==> src/rtl/uart_tx_sched_if.sv <==
`default_nettype none
// ============================================================================
// uart_tx_sched_if : producer / transmitter bundle for the UART TX scheduler
// Revision 1.0 - initial release
// ============================================================================
interface uart_tx_sched_if #(
  parameter int NUM_REQ = 4,
  parameter int DATA_W  = 8
);
  localparam int ID_W = $clog2(NUM_REQ);

  logic [NUM_REQ-1:0]        req_valid;
  logic [NUM_REQ*DATA_W-1:0] req_data;
  logic [NUM_REQ-1:0]        req_last;
  logic [NUM_REQ-1:0]        req_ready;
  logic [DATA_W-1:0]         tx_data;
  logic                      tx_start;
  logic                      tx_busy;
  logic                      tx_done;
  logic [ID_W-1:0]           grant_id;
  logic                      grant_active;

  // Producers and the transmitter sit on the master side.
  modport master (
    output req_valid, req_data, req_last, tx_busy, tx_done,
    input  req_ready, tx_data, tx_start, grant_id, grant_active
  );

  modport slave (
    input  req_valid, req_data, req_last, tx_busy, tx_done,
    output req_ready, tx_data, tx_start, grant_id, grant_active
  );
endinterface
`default_nettype wire

==> src/rtl/uart_tx_sched.sv <==
`default_nettype none
// ============================================================================
// uart_tx_sched : round-robin scheduler sharing one UART transmitter
// Revision 1.0 - initial release
// ============================================================================
module uart_tx_sched #(
  parameter int NUM_REQ      = 4,
  parameter int DATA_W       = 8,
  parameter int MAX_BURST    = 16,
  parameter int HOLD_TIMEOUT = 64
) (
  input  logic              clk,
  input  logic              rst,
  uart_tx_sched_if.slave    bus
);
  localparam int ID_W    = $clog2(NUM_REQ);
  localparam int BURST_W = $clog2(MAX_BURST + 1);
  localparam int HOLD_W  = $clog2(HOLD_TIMEOUT + 1);

  localparam logic [ID_W-1:0]    LAST_ID    = ID_W'(NUM_REQ - 1);
  localparam logic [BURST_W-1:0] BURST_MAX  = BURST_W'(MAX_BURST);
  localparam logic [HOLD_W-1:0]  HOLD_LIMIT = HOLD_W'(HOLD_TIMEOUT - 1);

  typedef enum logic [1:0] {
    IDLE      = 2'd0,
    ISSUE     = 2'd1,
    WAIT_DONE = 2'd2
  } state_t;

  state_t              state_q,        state_d;
  logic [ID_W-1:0]     rr_ptr_q,       rr_ptr_d;
  logic [ID_W-1:0]     grant_id_q,     grant_id_d;
  logic                grant_active_q, grant_active_d;
  logic [BURST_W-1:0]  burst_cnt_q,    burst_cnt_d;
  logic [HOLD_W-1:0]   hold_cnt_q,     hold_cnt_d;
  logic                last_seen_q,    last_seen_d;
  logic [DATA_W-1:0]   tx_data_q,      tx_data_d;
  logic                tx_start_q,     tx_start_d;

  logic [NUM_REQ-1:0]  req_ready_w;
  logic [ID_W-1:0]     pick_id_w;
  logic                pick_found_w;
  logic [DATA_W-1:0]   sel_data_w;
  logic [ID_W-1:0]     next_ptr_w;

  // First valid requester at or after rr_ptr, wrapping past NUM_REQ-1.
  always_comb begin
    int idx;
    idx          = 0;
    pick_id_w    = '0;
    pick_found_w = 1'b0;
    for (int i = 0; i < NUM_REQ; i++) begin
      idx = int'(rr_ptr_q) + i;
      if (idx >= NUM_REQ) idx = idx - NUM_REQ;
      if (!pick_found_w && bus.req_valid[ID_W'(idx)]) begin
        pick_found_w = 1'b1;
        pick_id_w    = ID_W'(idx);
      end
    end
  end

  always_comb begin
    sel_data_w = '0;
    for (int i = 0; i < NUM_REQ; i++) begin
      if (grant_id_q == ID_W'(i)) sel_data_w = bus.req_data[i*DATA_W +: DATA_W];
    end
  end

  assign next_ptr_w = (grant_id_q == LAST_ID) ? '0 : grant_id_q + 1'b1;

  always_comb begin
    state_d        = state_q;
    rr_ptr_d       = rr_ptr_q;
    grant_id_d     = grant_id_q;
    grant_active_d = grant_active_q;
    burst_cnt_d    = burst_cnt_q;
    hold_cnt_d     = hold_cnt_q;
    last_seen_d    = last_seen_q;
    tx_data_d      = tx_data_q;
    tx_start_d     = 1'b0;
    req_ready_w    = '0;

    case (state_q)
      IDLE: begin
        if (pick_found_w) begin
          grant_id_d     = pick_id_w;
          grant_active_d = 1'b1;
          burst_cnt_d    = '0;
          hold_cnt_d     = '0;
          state_d        = ISSUE;
        end
      end

      // A busy transmitter freezes the idle-hold timer as well as the issue.
      ISSUE: begin
        if (!bus.tx_busy) begin
          if (bus.req_valid[grant_id_q]) begin
            req_ready_w[grant_id_q] = 1'b1;
            tx_data_d   = sel_data_w;
            tx_start_d  = 1'b1;
            burst_cnt_d = (burst_cnt_q == BURST_MAX) ? burst_cnt_q : burst_cnt_q + 1'b1;
            last_seen_d = bus.req_last[grant_id_q];
            hold_cnt_d  = '0;
            state_d     = WAIT_DONE;
          end else if (hold_cnt_q == HOLD_LIMIT) begin
            rr_ptr_d       = next_ptr_w;
            grant_active_d = 1'b0;
            hold_cnt_d     = '0;
            state_d        = IDLE;
          end else begin
            hold_cnt_d = hold_cnt_q + 1'b1;
          end
        end
      end

      WAIT_DONE: begin
        if (bus.tx_done) begin
          if (last_seen_q || (burst_cnt_q == BURST_MAX)) begin
            rr_ptr_d       = next_ptr_w;
            grant_active_d = 1'b0;
            state_d        = IDLE;
          end else begin
            state_d = ISSUE;
          end
        end
      end

      default: begin
        grant_active_d = 1'b0;
        state_d        = IDLE;
      end
    endcase
  end

  always_ff @(posedge clk or posedge rst) begin
    if (rst) begin
      state_q        <= IDLE;
      rr_ptr_q       <= '0;
      grant_id_q     <= '0;
      grant_active_q <= 1'b0;
      burst_cnt_q    <= '0;
      hold_cnt_q     <= '0;
      last_seen_q    <= 1'b0;
      tx_data_q      <= '0;
      tx_start_q     <= 1'b0;
    end else begin
      state_q        <= state_d;
      rr_ptr_q       <= rr_ptr_d;
      grant_id_q     <= grant_id_d;
      grant_active_q <= grant_active_d;
      burst_cnt_q    <= burst_cnt_d;
      hold_cnt_q     <= hold_cnt_d;
      last_seen_q    <= last_seen_d;
      tx_data_q      <= tx_data_d;
      tx_start_q     <= tx_start_d;
    end
  end

  assign bus.req_ready    = req_ready_w;
  assign bus.tx_data      = tx_data_q;
  assign bus.tx_start     = tx_start_q;
  assign bus.grant_id     = grant_id_q;
  assign bus.grant_active = grant_active_q;

endmodule
`default_nettype wire

==> src/flat_wrapper.sv <==
// flat-port wrapper written by rule: the top's interface ports become plain ports
module uart_tx_sched_flat 
#(
  parameter int NUM_REQ      = 4,
  parameter int DATA_W       = 8,
  parameter int MAX_BURST    = 16,
  parameter int HOLD_TIMEOUT = 64
)
  (clk, rst, bus_req_valid, bus_req_data, bus_req_last, bus_tx_busy, bus_tx_done, bus_req_ready, bus_tx_data, bus_tx_start, bus_grant_id, bus_grant_active);
  uart_tx_sched_if #(.NUM_REQ(NUM_REQ), .DATA_W(DATA_W)) bus_i ();
  input  logic clk;
  input  logic rst;
  input wire logic [$bits(bus_i.req_valid)-1:0] bus_req_valid;
  input wire logic [$bits(bus_i.req_data)-1:0] bus_req_data;
  input wire logic [$bits(bus_i.req_last)-1:0] bus_req_last;
  input wire logic [$bits(bus_i.tx_busy)-1:0] bus_tx_busy;
  input wire logic [$bits(bus_i.tx_done)-1:0] bus_tx_done;
  output wire logic [$bits(bus_i.req_ready)-1:0] bus_req_ready;
  output wire logic [$bits(bus_i.tx_data)-1:0] bus_tx_data;
  output wire logic [$bits(bus_i.tx_start)-1:0] bus_tx_start;
  output wire logic [$bits(bus_i.grant_id)-1:0] bus_grant_id;
  output wire logic [$bits(bus_i.grant_active)-1:0] bus_grant_active;
  assign bus_i.req_valid = bus_req_valid;
  assign bus_i.req_data = bus_req_data;
  assign bus_i.req_last = bus_req_last;
  assign bus_i.tx_busy = bus_tx_busy;
  assign bus_i.tx_done = bus_tx_done;
  assign bus_req_ready = bus_i.req_ready;
  assign bus_tx_data = bus_i.tx_data;
  assign bus_tx_start = bus_i.tx_start;
  assign bus_grant_id = bus_i.grant_id;
  assign bus_grant_active = bus_i.grant_active;
  uart_tx_sched #(.NUM_REQ(NUM_REQ), .DATA_W(DATA_W), .MAX_BURST(MAX_BURST), .HOLD_TIMEOUT(HOLD_TIMEOUT)) u_core (.clk(clk), .rst(rst), .bus(bus_i));
endmodule
==> config.mk <==
export PLATFORM = sky130hd
export DESIGN_NAME = uart_tx_sched_flat
export DESIGN_NICKNAME = d
export VERILOG_FILES = /design/src/rtl/uart_tx_sched_if.sv /design/src/rtl/uart_tx_sched.sv /design/src/flat_wrapper.sv
export SDC_FILE = /design/constraint.sdc
export NUM_CORES = 1
export LEC_CHECK = 0
export BUFFER_PORTS_ARGS = -buffer_cell sky130_fd_sc_hd__buf_2
export CORE_ASPECT_RATIO = 2
export CORE_MARGIN = 3
export CORE_UTILIZATION = 50
export DETAILED_ROUTE_END_ITERATION = 8
export GPL_ROUTABILITY_DRIVEN = 1
export PLACE_DENSITY_LB_ADDON = 0.15
export SLEW_MARGIN = 20
export SYNTH_ARGS = -nofsm -noshare
export SYNTH_HDL_FRONTEND = slang
export SYNTH_SLANG_ARGS = --single-unit
==> constraint.sdc <==
create_clock -name clk -period 2.3 [get_ports clk]
set_input_delay 0.46 -clock clk [delete_from_list [all_inputs] [get_ports clk]]
set_output_delay 0.46 -clock clk [all_outputs]
set_load 0.05 [all_outputs]
# Word-level counts from Yosys, hierarchy flattened
# Cells that the tools add are included.
# totals
ff_bits,29
latchBits,0
mem_bits_rw,0
mem_bits_ro,0
input_bits,44
out_inout_bits,16
wordCells,136
n_memories,0
# classes
add_sub_neg,10
mul,0
n_div,0
n_lt_le_gt_ge,10
eq_ne,16
n_shift,0
muxes,71
n_bitwise,1
reduce_logical,19
# ops
cell,count
$mux 2,19
$mux 8,4
$mux 7,4
$mux 1,25
$mux 5,4
$lt 2x4->1 const B,4
$pmux 7 s2,1
$bmux 1 s2,6
$mux 4,3
$reduce_and 6->1,2
$pmux 5 s2,1
$ge 3x3->1 const B,3
$ne 2x1->1 const B,4
$ne 2x2->1 const B,4
$sub 2x1->2 const B,4
$add 7x1->7 const B,1
$eq 7x6->1 const B,1
$add 2x2->3 const B,2
$eq 2x2->1 const B,3
$pmux 2 s3,1
$reduce_and 3->1,2
$add 5x1->5 const B,1
$eq 5x5->1 const B,1
$reduce_and 5->1,1
other kinds (18),26

# Logic depth before layout (Yosys ltp)
# Gate-level depths: netlist (run 1).
# logic_depth
word_depth,17
ltp_mapped,8
depth_no_buf,6

# Worst setup path after synthesis (run 1)
# Ideal clock, no wire load.
# synth_timing
path_type,register to output
start,"reg u_core.grant_id_q[0], in the netlist u_core.bus.grant_id[0]"
end,out bus_req_ready[2]
t_arrival_ns,2.319
required_ns,1.840
path_slack_ns,-0.479
stages_incl_launch_ff,7
path_buffers,3
cell_sequence,dfrtp_1 mux4_2 buf_4 nand2_2 buf_4 buf_6 nor2_1
# synth_between
elab_chain_cells,7
word_cells_on_any_way,10
classes_between,2 x order compare; 7 x mux; 1 x reduce/logical
# synth_rtl
item,line,rtl
start: declaration,uart_tx_sched.sv:32,"logic [ID_W-1:0] grant_id_q, grant_id_d;"
start signal: assignment,uart_tx_sched.sv:149,grant_id_q <= grant_id_d;
$lt 2x3->1 (not written as such) or $ge 2x1->1 (tied branches),uart_tx_sched.sv:98,req_ready_w[grant_id_q] = 1'b1;
$logic_and 1x1->1 (not written as such),uart_tx_sched.sv:98,
$mux 1 (not written as such),uart_tx_sched.sv:98,
$demux 1 s2,n/a,
$mux 4 (*),uart_tx_sched.sv:97,if (bus.req_valid[grant_id_q]) begin
$mux 4 (*),uart_tx_sched.sv:96,if (!bus.tx_busy) begin
$mux 4 (*),uart_tx_sched.sv:83,case (state_q)
end: declaration,flat_wrapper.sv:18,output wire logic [$bits(bus_i.req_ready)-1:0] bus_req_ready;
# Mark *: on every way between the ends. The rest lies on a longest branch, timed or not. The select of a mux whose other input is x is not followed.

# Worst setup path in the final report (run 1)
# layout_timing
start,"reg u_core.grant_id_q[0], in the netlist u_core.bus.grant_id[0]"
end,out bus_req_ready[3]
# The elaborated chain is that of the path after synthesis.

==> results.yml, run 1 <==
run_status:
  status: "complete, no violations"
route:
  drtIter0Drc: 38
  routed_wl_um: 4700
  wl_per_cell_um: 14.8
  route.detailed.drc: 0
  via_per_inst: 5.61
  dr.pass1.iters: 4
  num_vias: 1778
  postRouteAntennaNets: 0
cts:
  postCtsHoldBufs: 0
  htree_levels: 2
  cts_buffers: 5
  cts_tree: "yes"
  clock-sinks: 29
  cts_resized: 0
  cts_setup_buffers: 0
  ctsRootBufferMaster: "clkbuf_8"
  cts.path.max_buffers: 2
  clk_latency_ps: 270
  cts.clk_slew.worst_paths_ps: 60
synth:
  seq_area_frac_synth_pct: 39.6
  synth_edf_count: 0
  synthArstFlopShare_pct: 100
  synthesis.area_sq_um: 1830
  synth_seq_cells: 29
  ys_warn_count: 0
  synth_top_area_share_pct: 39.6
  synth_top_area_cell: "dfrtp_1"
  syn_area_per_cell_sq_um: 9.07
  yosys_most_used_dff: "dfrtp_1"
  syn_nets: 253
  ys_types: 49
  netlist_top_cells_area: "dfrtp_1, nand2_1, o21ai_0"
  syn-instance-count: 202
grt:
  grt.overflow.total: 0
  grt_pass1_wl_um: 7890
  grt_pass1_vias: 1868
  grt_max_degree: 30
  grtUsageTotal_pct: 22.5
  antenna_found_initial: 0
critical_path:
  worstSetupPathType: "reg2out"
  crit_path_start_kind: "flop"
  critPathCaptureType: "output pin"
  r2r_cells: 3
  path_max_fanout: 13
  cp.arrival_ps: 1740
  required_ps: 1840
worst_hold_path:
  hold_class: "in2async"
power_and_ir_drop:
  p_sw_share_pct: 47.1
  p_per_area_nw_per_um2: 1220
  p_seq_share_pct: 30.1
  comb_power_share_pct: 56.2
  p_switching_mw: 1.32
  irDropWorstVdd_uv: 661
  leakage_nw: 1.13
  internal_power_mw: 1.48
  clockPowerShare_pct: 13.8
die:
  die_y_um: 91.6
  start_util_pct: 53.1
  die-area_sq_um: 4470
  fp-row-count: 30
  ios: 60
  die_w_um: 48.8
  core_region_area_sq_um: 3450
final_layout:
  drive_above_1_share_pct: 33.1
  layout_commonest_cell: "buf_2"
  final_cell_mix: "buf_2, nand2_1, dfrtp_1"
  area_delta_synth_final_pct: 25.8
  stdcell_count: 317
  fill_cells: 319
  fin_nets: 319
  antenna_cells: 0
sta:
  fin_setup_tns_ps: 0
  setup_ws_ps: 95.8
  period_needed_ps: 2200
  finalClockSkew_ps: 4.71
  slew_headroom_pct: 73.3
  rsz0062_at_grt: "false"
  period_share_pct: 95.8
  timing.fmax_ghz: 0.454
  drv_slew: 0
  hold_viol: 0
  setup_viol_count_final: 0
  worst_pin_slew_ps: 400
placed_design:
  dp_hpwl_um: 3790
  place_inst: 309
  dp_slack_ps: 133
  place.gp.congestion: 0.808
  portBuffers: 59
job:
  drv_cap: 0
[worst paths after layout]
kind	from	end	slack, ps
max reg2reg	u_core.bus.grant_id[0]$_DFFE_PP0P_	u_core.rr_ptr_q[0]$_DFFE_PP0P_	330
max in group asynchronous	rst	u_core.bus.grant_id[0]$_DFFE_PP0P_	1760
max	u_core.bus.grant_id[0]$_DFFE_PP0P_	bus_req_ready[3]	100
min reg2reg	u_core.bus.tx_data[4]$_DFFE_PP0P_	u_core.bus.tx_data[4]$_DFFE_PP0P_	480
min	rst	u_core.hold_cnt_q[6]$_DFFE_PP0P_	250
min in group clk	bus_tx_done	u_core.state_q[1]$_DFFE_PP0P_	410
[per-layer routing]
layer | global-route usage [%] | vias to the layer above | part of all wire [%]
met1 | 21.1 | 829 | 35
met5 | 0 | - | 0
met3 | 5.37 | 10 | 6.3
li1 | - | 871 | -
met4 | 10.2 | 0 | 2.4
met2 | 43.9 | 68 | 56
[synth_stat cells, drive strengths merged, types with 6 or more instances]
cell / instances
and3: 6
a221oi: 8
dfrtp: 29
nor2: 11
o31a: 8
nand3: 6
nand2: 32
ha: 7
inv: 10
buf: 6
o21ai: 20
clkbuf: 6
[cells by family (layout without fill, tap and decap cells)]
| family | after synthesis | count (layout) | share of synthesized area [%] |
|---|---|---|---|
| buf+inv | 23 | 90 | 5.67 |
| compound gates | 60 | 60 | 24.3 |
| fa+ha+maj | 7 | 7 | 4.78 |
| mux | 5 | 5 | 4.23 |
| simple gates | 78 | 78 | 21.4 |
| flops | 29 | 29 | 39.6 |
[power by group through the flow]
stage	registers (mW)	logic [mW]	clock network [mW]
after floorplan	1.09	0.889	0
after global placement	0.842	1.57	0
after detailed placement	0.849	1.57	0
after CTS	0.840	1.58	0.396
after global routing	0.863	1.73	0.419
final	0.843	1.58	0.386
[state kept, by name, summed over array words and instances (netlist names)]
signal,count
u_core.bus.grant_active,1
u_core.bus.tx_start,1
u_core.hold_cnt_q,7
u_core.last_seen_q,1
u_core.bus.tx_data,8
u_core.rr_ptr_q,2
u_core.bus.grant_id,2
u_core.state_q,2
u_core.burst_cnt_q,5
[area by class of cell]
cell class,instances,area [sq um],area share [%]
multi-input combinational,150,1010,43.8
sequential,29,728,31.6
timing repair buffer,71,385,16.7
clock buffer,8,80.1,3.47
tap,48,60.1,2.60
inverter,11,41.3,1.79
[per-stage QoR]
stage	power, mW	hold slack [ps]	util (%)	instance area [sq um]
after floorplan	1.98	450	-	1840
after global placement	2.41	463	64.5	2230
after detailed placement	2.42	470	64.5	2230
after CTS	2.82	256	66.8	2310
after global routing	3.02	281	66.8	2310
final	2.80	245	66.8	2310
[critical path, stage by stage (launching register included)]
cell and delay (ps):
dfrtp_2 370, mux4_2 670, and3_1 230, buf_2 200
Power figures use the tool's default switching activity.
==> run 2, diff against run 1 <==
- clock period: 2.3 -> 2.4 ns (I/O delays scaled with it)
==> results.yml, run 2 (synthesized netlist as in run 1, its figures left out) <==
final_layout:
  final_cell_mix: "buf_2, nand2_1, dfrtp_1"
  area_delta_synth_final_pct: 26.1
  fin_util_pct: 66.9
  largest_register_ffs: 8
  antenna_cells: 0
  fin_area_sq_um: 2310
  drive_above_1_share_pct: 33.5
  fin_nets: 319
  layout_commonest_cell: "buf_2"
  fill_cells: 323
run_status:
  status: "complete, no violations"
sta:
  hold_viol: 0
  drv_slew: 0
  period_needed_ps: 2290
  timing.fmax_ghz: 0.437
  finalClockSkew_ps: 6.43
  setup_ws_ps: 112
  fin_setup_tns_ps: 0
  slew_headroom_pct: 58.8
  rsz0062_at_grt: "false"
  worst_pin_slew_ps: 618
  setup_viol_count_final: 0
  period_share_pct: 95.3
die:
  die_y_um: 91.6
  core_region_area_sq_um: 3450
  die-area_sq_um: 4470
  fp-row-count: 30
  die_w_um: 48.8
  start_util_pct: 53.1
  ios: 60
placed_design:
  portBuffers: 59
  dp_slack_ps: 253
  place.gp.congestion: 0.828
  place_area_sq_um: 2210
  dp_hpwl_um: 3720
route:
  drtIter0Drc: 35
  dr.pass1.iters: 4
  route.detailed.drc: 0
  postRouteAntennaNets: 0
  routed_wl_um: 4690
  num_vias: 1792
  wl_per_cell_um: 14.8
  via_per_inst: 5.65
cts:
  htree_levels: 2
  ctsRootBufferMaster: "clkbuf_8"
  cts_buffers: 5
  cts.path.max_buffers: 2
  cts.clk_slew.worst_paths_ps: 60
  clk_latency_ps: 290
  cts_tree: "yes"
  clock-sinks: 29
worst_hold_path:
  hold_class: "in2async"
critical_path:
  slowest_stage: "mux4_2"
  critPathTopFamily: "multiplexers"
  crit_path_start_kind: "flop"
  critPathCaptureType: "output pin"
  required_ps: 1920
  path_cells: "mux4_2, and3_1, buf_2"
  worstSetupPathType: "reg2out"
  path_max_fanout: 8
  cp.buffers_inverters: 1
  cp.arrival_ps: 1810
  cpPeakStageDelay_ps: 630
grt:
  grt.overflow.total: 0
  grt_pass1_wl_um: 8220
  grtUsageTotal_pct: 23.6
  grt_pass1_vias: 1839
  antenna_found_initial: 0
  grt_max_degree: 22
power_and_ir_drop:
  p_switching_mw: 1.27
  leakage_nw: 1.13
  p_per_area_nw_per_um2: 1170
  p_sw_share_pct: 46.8
  internal_power_mw: 1.44
  clockPowerShare_pct: 15.3
  p_seq_share_pct: 30.2
  report.power.total_mw: 2.71
  irDropWorstVdd_uv: 690
  comb_power_share_pct: 54.5
job:
  drv_cap: 0
==> run 2: power groups by stage <==
stage	combinational, mW	clock [mW]	sequential (mW)
after floorplan	0.848	0	1.04
after global placement	1.45	0	0.820
after detailed placement	1.45	0	0.824
after CTS	1.47	0.425	0.817
after global routing	1.63	0.446	0.846
final	1.47	0.414	0.818
==> run 2: path summary, 6_finish.rpt <==
path | from | cells after the start | slack, ps | end
max in group asynchronous | rst | 3 | 1580 | u_core.hold_cnt_q[2]$_DFFE_PP0P_
hold reg to reg | u_core.bus.tx_data[0]$_DFFE_PP0P_ | 2 | 480 | u_core.bus.tx_data[0]$_DFFE_PP0P_
min in group clk | bus_tx_done | 2 | 420 | u_core.state_q[1]$_DFFE_PP0P_
setup reg to reg | u_core.bus.grant_id[0]$_DFFE_PP0P_ | 4 | 270 | u_core.rr_ptr_q[1]$_DFFE_PP0P_
hold / removal | rst | 2 | 260 | u_core.bus.tx_data[3]$_DFFE_PP0P_
setup / recovery | u_core.bus.grant_id[0]$_DFFE_PP0P_ | 3 | 110 | bus_req_ready[1]
==> run 2: final cells by class <==
type | count | area, sq um | area share (%)
Clock buffer | 8 | 90.1 | 3.90
Inverter | 11 | 41.3 | 1.79
Multi-Input combinational cell | 150 | 1010 | 43.5
Sequential cell | 29 | 728 | 31.5
Tap cell | 48 | 60.1 | 2.60
Timing Repair Buffer | 71 | 385 | 16.7
==> run 2: repair_timing <==
item                                    in CTS  in global routing
endpoints found under the setup margin       0                  3
buffers inserted                             0                  2
resized for setup                            0                  0
hold buffers                                 0                  0
hold endpoints to repair                     0                  0
==> run 2: worst register-to-register path, stage by stage (launching register included) <==
cell and delay (ps):
dfrtp_2 470, mux4_2 630, buf_4 180, o41ai_2 380, mux2_1 350
==> run 2: metal layers <==
metal | track usage (%) | share of wire, % | up-vias
li1 | - | - | 873
met1 | 22.0 | 34 | 829
met2 | 45.0 | 55 | 72
met3 | 4.23 | 6.1 | 18
met4 | 15.4 | 4.2 | 0
met5 | 0 | 0 | -
==> run 2: per-stage QoR <==
step,hold WS [ps],instances
5_1_grt,317,317
6_report,260,317
4_1_cts,280,315
3_5_place_dp,469,307
2_1_floorplan,450,202
3_3_place_gp,458,307
==> run 3, diff against run 2 <==
- REMOVE_ABC_BUFFERS: default -> 1
==> results.yml, run 3 (synthesized netlist as in run 1, its figures left out) <==
run_status:
  status: "complete, no violations"
critical_path:
  cpPeakStageDelay_ps: 400
  critPathCaptureType: "output pin"
  reg2reg_slack_ps: 440
  required_ps: 1920
  slowest_stage: "dfrtp_1"
  r2r_cells: 3
  worstSetupPathType: "reg2out"
  cp.buffers_inverters: 4
  path_max_fanout: 9
  cp.arrival_ps: 1790
  crit_path_start_kind: "flop"
  critPathTopFamily: "buffers and inverters"
  r2r_end: "u_core.rr_ptr_q[0]$_DFFE_PP0P_"
  path_cells: "buf_4, inv_1, ha_1, clkinv_1, nor2_1, buf_2"
  regToRegStartpoint: "u_core.bus.grant_id[0]$_DFFE_PP0P_"
sta:
  timing.fmax_ghz: 0.440
  period_share_pct: 94.8
  period_needed_ps: 2270
  finalClockSkew_ps: 5.08
  setup_ws_ps: 126
  rsz0062_at_grt: "false"
  setup_viol_count_final: 0
  hold_ws_ps: 260
  drv_slew: 0
  fin_setup_tns_ps: 0
  hold_viol: 0
  worst_pin_slew_ps: 401
  slew_headroom_pct: 73.2
die:
  core_region_area_sq_um: 3450
  die_y_um: 91.6
  fp-row-count: 30
  die_w_um: 48.8
  start_util_pct: 53.1
  ios: 60
  die-area_sq_um: 4470
final_layout:
  largest_register_ffs: 8
  antenna_cells: 0
  layout_commonest_cell: "buf_2"
  final_cell_mix: "buf_2, nand2_1, dfrtp_1"
  area_delta_synth_final_pct: 25.6
  fill_cells: 319
  fin_area_sq_um: 2300
  drive_above_1_share_pct: 32.6
  fin_nets: 317
power_and_ir_drop:
  internal_power_mw: 1.45
  clockPowerShare_pct: 16.3
  leakage_nw: 1.13
  irDropWorstVdd_uv: 743
  p_per_area_nw_per_um2: 1170
  report.power.total_mw: 2.70
  p_sw_share_pct: 46.2
  comb_power_share_pct: 54.0
  p_switching_mw: 1.25
  p_seq_share_pct: 29.7
grt:
  grt_max_degree: 30
  grt.overflow.total: 0
  grtUsageTotal_pct: 21.4
  grt_pass1_vias: 1756
  antenna_found_initial: 0
  grt_pass1_wl_um: 7650
route:
  route.detailed.drc: 0
  dr.pass1.iters: 4
  drtIter0Drc: 31
  routed_wl_um: 4540
  num_vias: 1741
  via_per_inst: 5.53
  postRouteAntennaNets: 0
  wl_per_cell_um: 14.4
cts:
  cts_resized: 0
  cts.clk_slew.worst_paths_ps: 60
  cts_tree: "yes"
  htree_levels: 2
  ctsRootBufferMaster: "clkbuf_8"
  cts.path.max_buffers: 2
  clk_latency_ps: 280
  postCtsHoldBufs: 0
  cts_buffers: 5
  clock-sinks: 29
  cts_setup_buffers: 0
placed_design:
  portBuffers: 59
  place_area_sq_um: 2200
  dp_slack_ps: 237
  place.gp.congestion: 0.787
  dp_hpwl_um: 3540
worst_hold_path:
  hold_class: "in2async"
job:
  drv_cap: 0
-- run 3: changes by cell type in the layout (fill, tap and decap cells not counted) --
cell / previous run / this run
clkbuf_1: 2 / 0
dfrtp_1: 27 / 29
nor2_1: 10 / 11
nor2_2: 1 / 0
dfrtp_2: 2 / 0
clkinv_2: 0 / 1
buf_4: 12 / 10
clkbuf_8: 6 / 7
-- run 3: final cells by class --
type                            count  area (sq um)  share of cell area [%]
Multi-Input combinational cell    150          1000                    43.6
Sequential cell                    29           726                    31.5
Timing Repair Buffer               69           370                    16.1
Clock buffer                        7          96.3                    4.18
Tap cell                           48          60.1                    2.61
Inverter                           11          41.3                    1.79
Clock inverter                      1          5.00                   0.217
-- run 3: power groups by stage --
stage | Sequential [mW] | Clock (mW) | Combinational [mW]
after floorplan | 1.06 | 0 | 0.763
after global placement | 0.799 | 0 | 1.44
after detailed placement | 0.806 | 0 | 1.47
after CTS | 0.798 | 0.449 | 1.47
after global routing | 0.822 | 0.473 | 1.61
final | 0.803 | 0.441 | 1.46
-- run 3: routing by layer --
layer / part of all wire [%] / wire length, um / GRT usage (%)
met1: 38 / 1720 / 22.5
met2: 55 / 2490 / 40.1
met3: 5.9 / 269 / 4.55
met4: 1.3 / 61 / 8.79
met5: 0 / 0 / 0
-- run 3: worst max path at each step --
stage | startpoint | to | slack (ps) | cells after the start
4_1_cts | u_core.bus.grant_id[0]$_DFFE_PP0P_ | bus_req_ready[2] | 120 | 6
5_1_grt | u_core.bus.grant_id[0]$_DFFE_PP0P_ | bus_req_ready[2] | 70 | 6
2_1_floorplan | u_core.bus.grant_id[0]$_DFFE_PP0P_ | bus_req_ready[2] | -240 | 3
3_5_place_dp | bus_req_valid[3] | u_core.rr_ptr_q[0]$_DFFE_PP0P_ | 240 | 4
3_3_place_gp | bus_req_valid[3] | bus_req_ready[0] | 250 | 4
6_report | u_core.bus.grant_id[0]$_DFFE_PP0P_ | bus_req_ready[2] | 130 | 6
-- run 3: through the flow --
stage	util [%]	cells
after floorplan	-	190
after global routing	66.7	315
final	66.7	315
after global placement	63.7	307
after CTS	66.7	315
after detailed placement	63.7	307
-- run 3: worst register-to-register path, cell delays in order (launching register included) --
cell and delay (ps):
dfrtp_1 370, mux4_2 670, o41ai_2 440, mux2_1 360
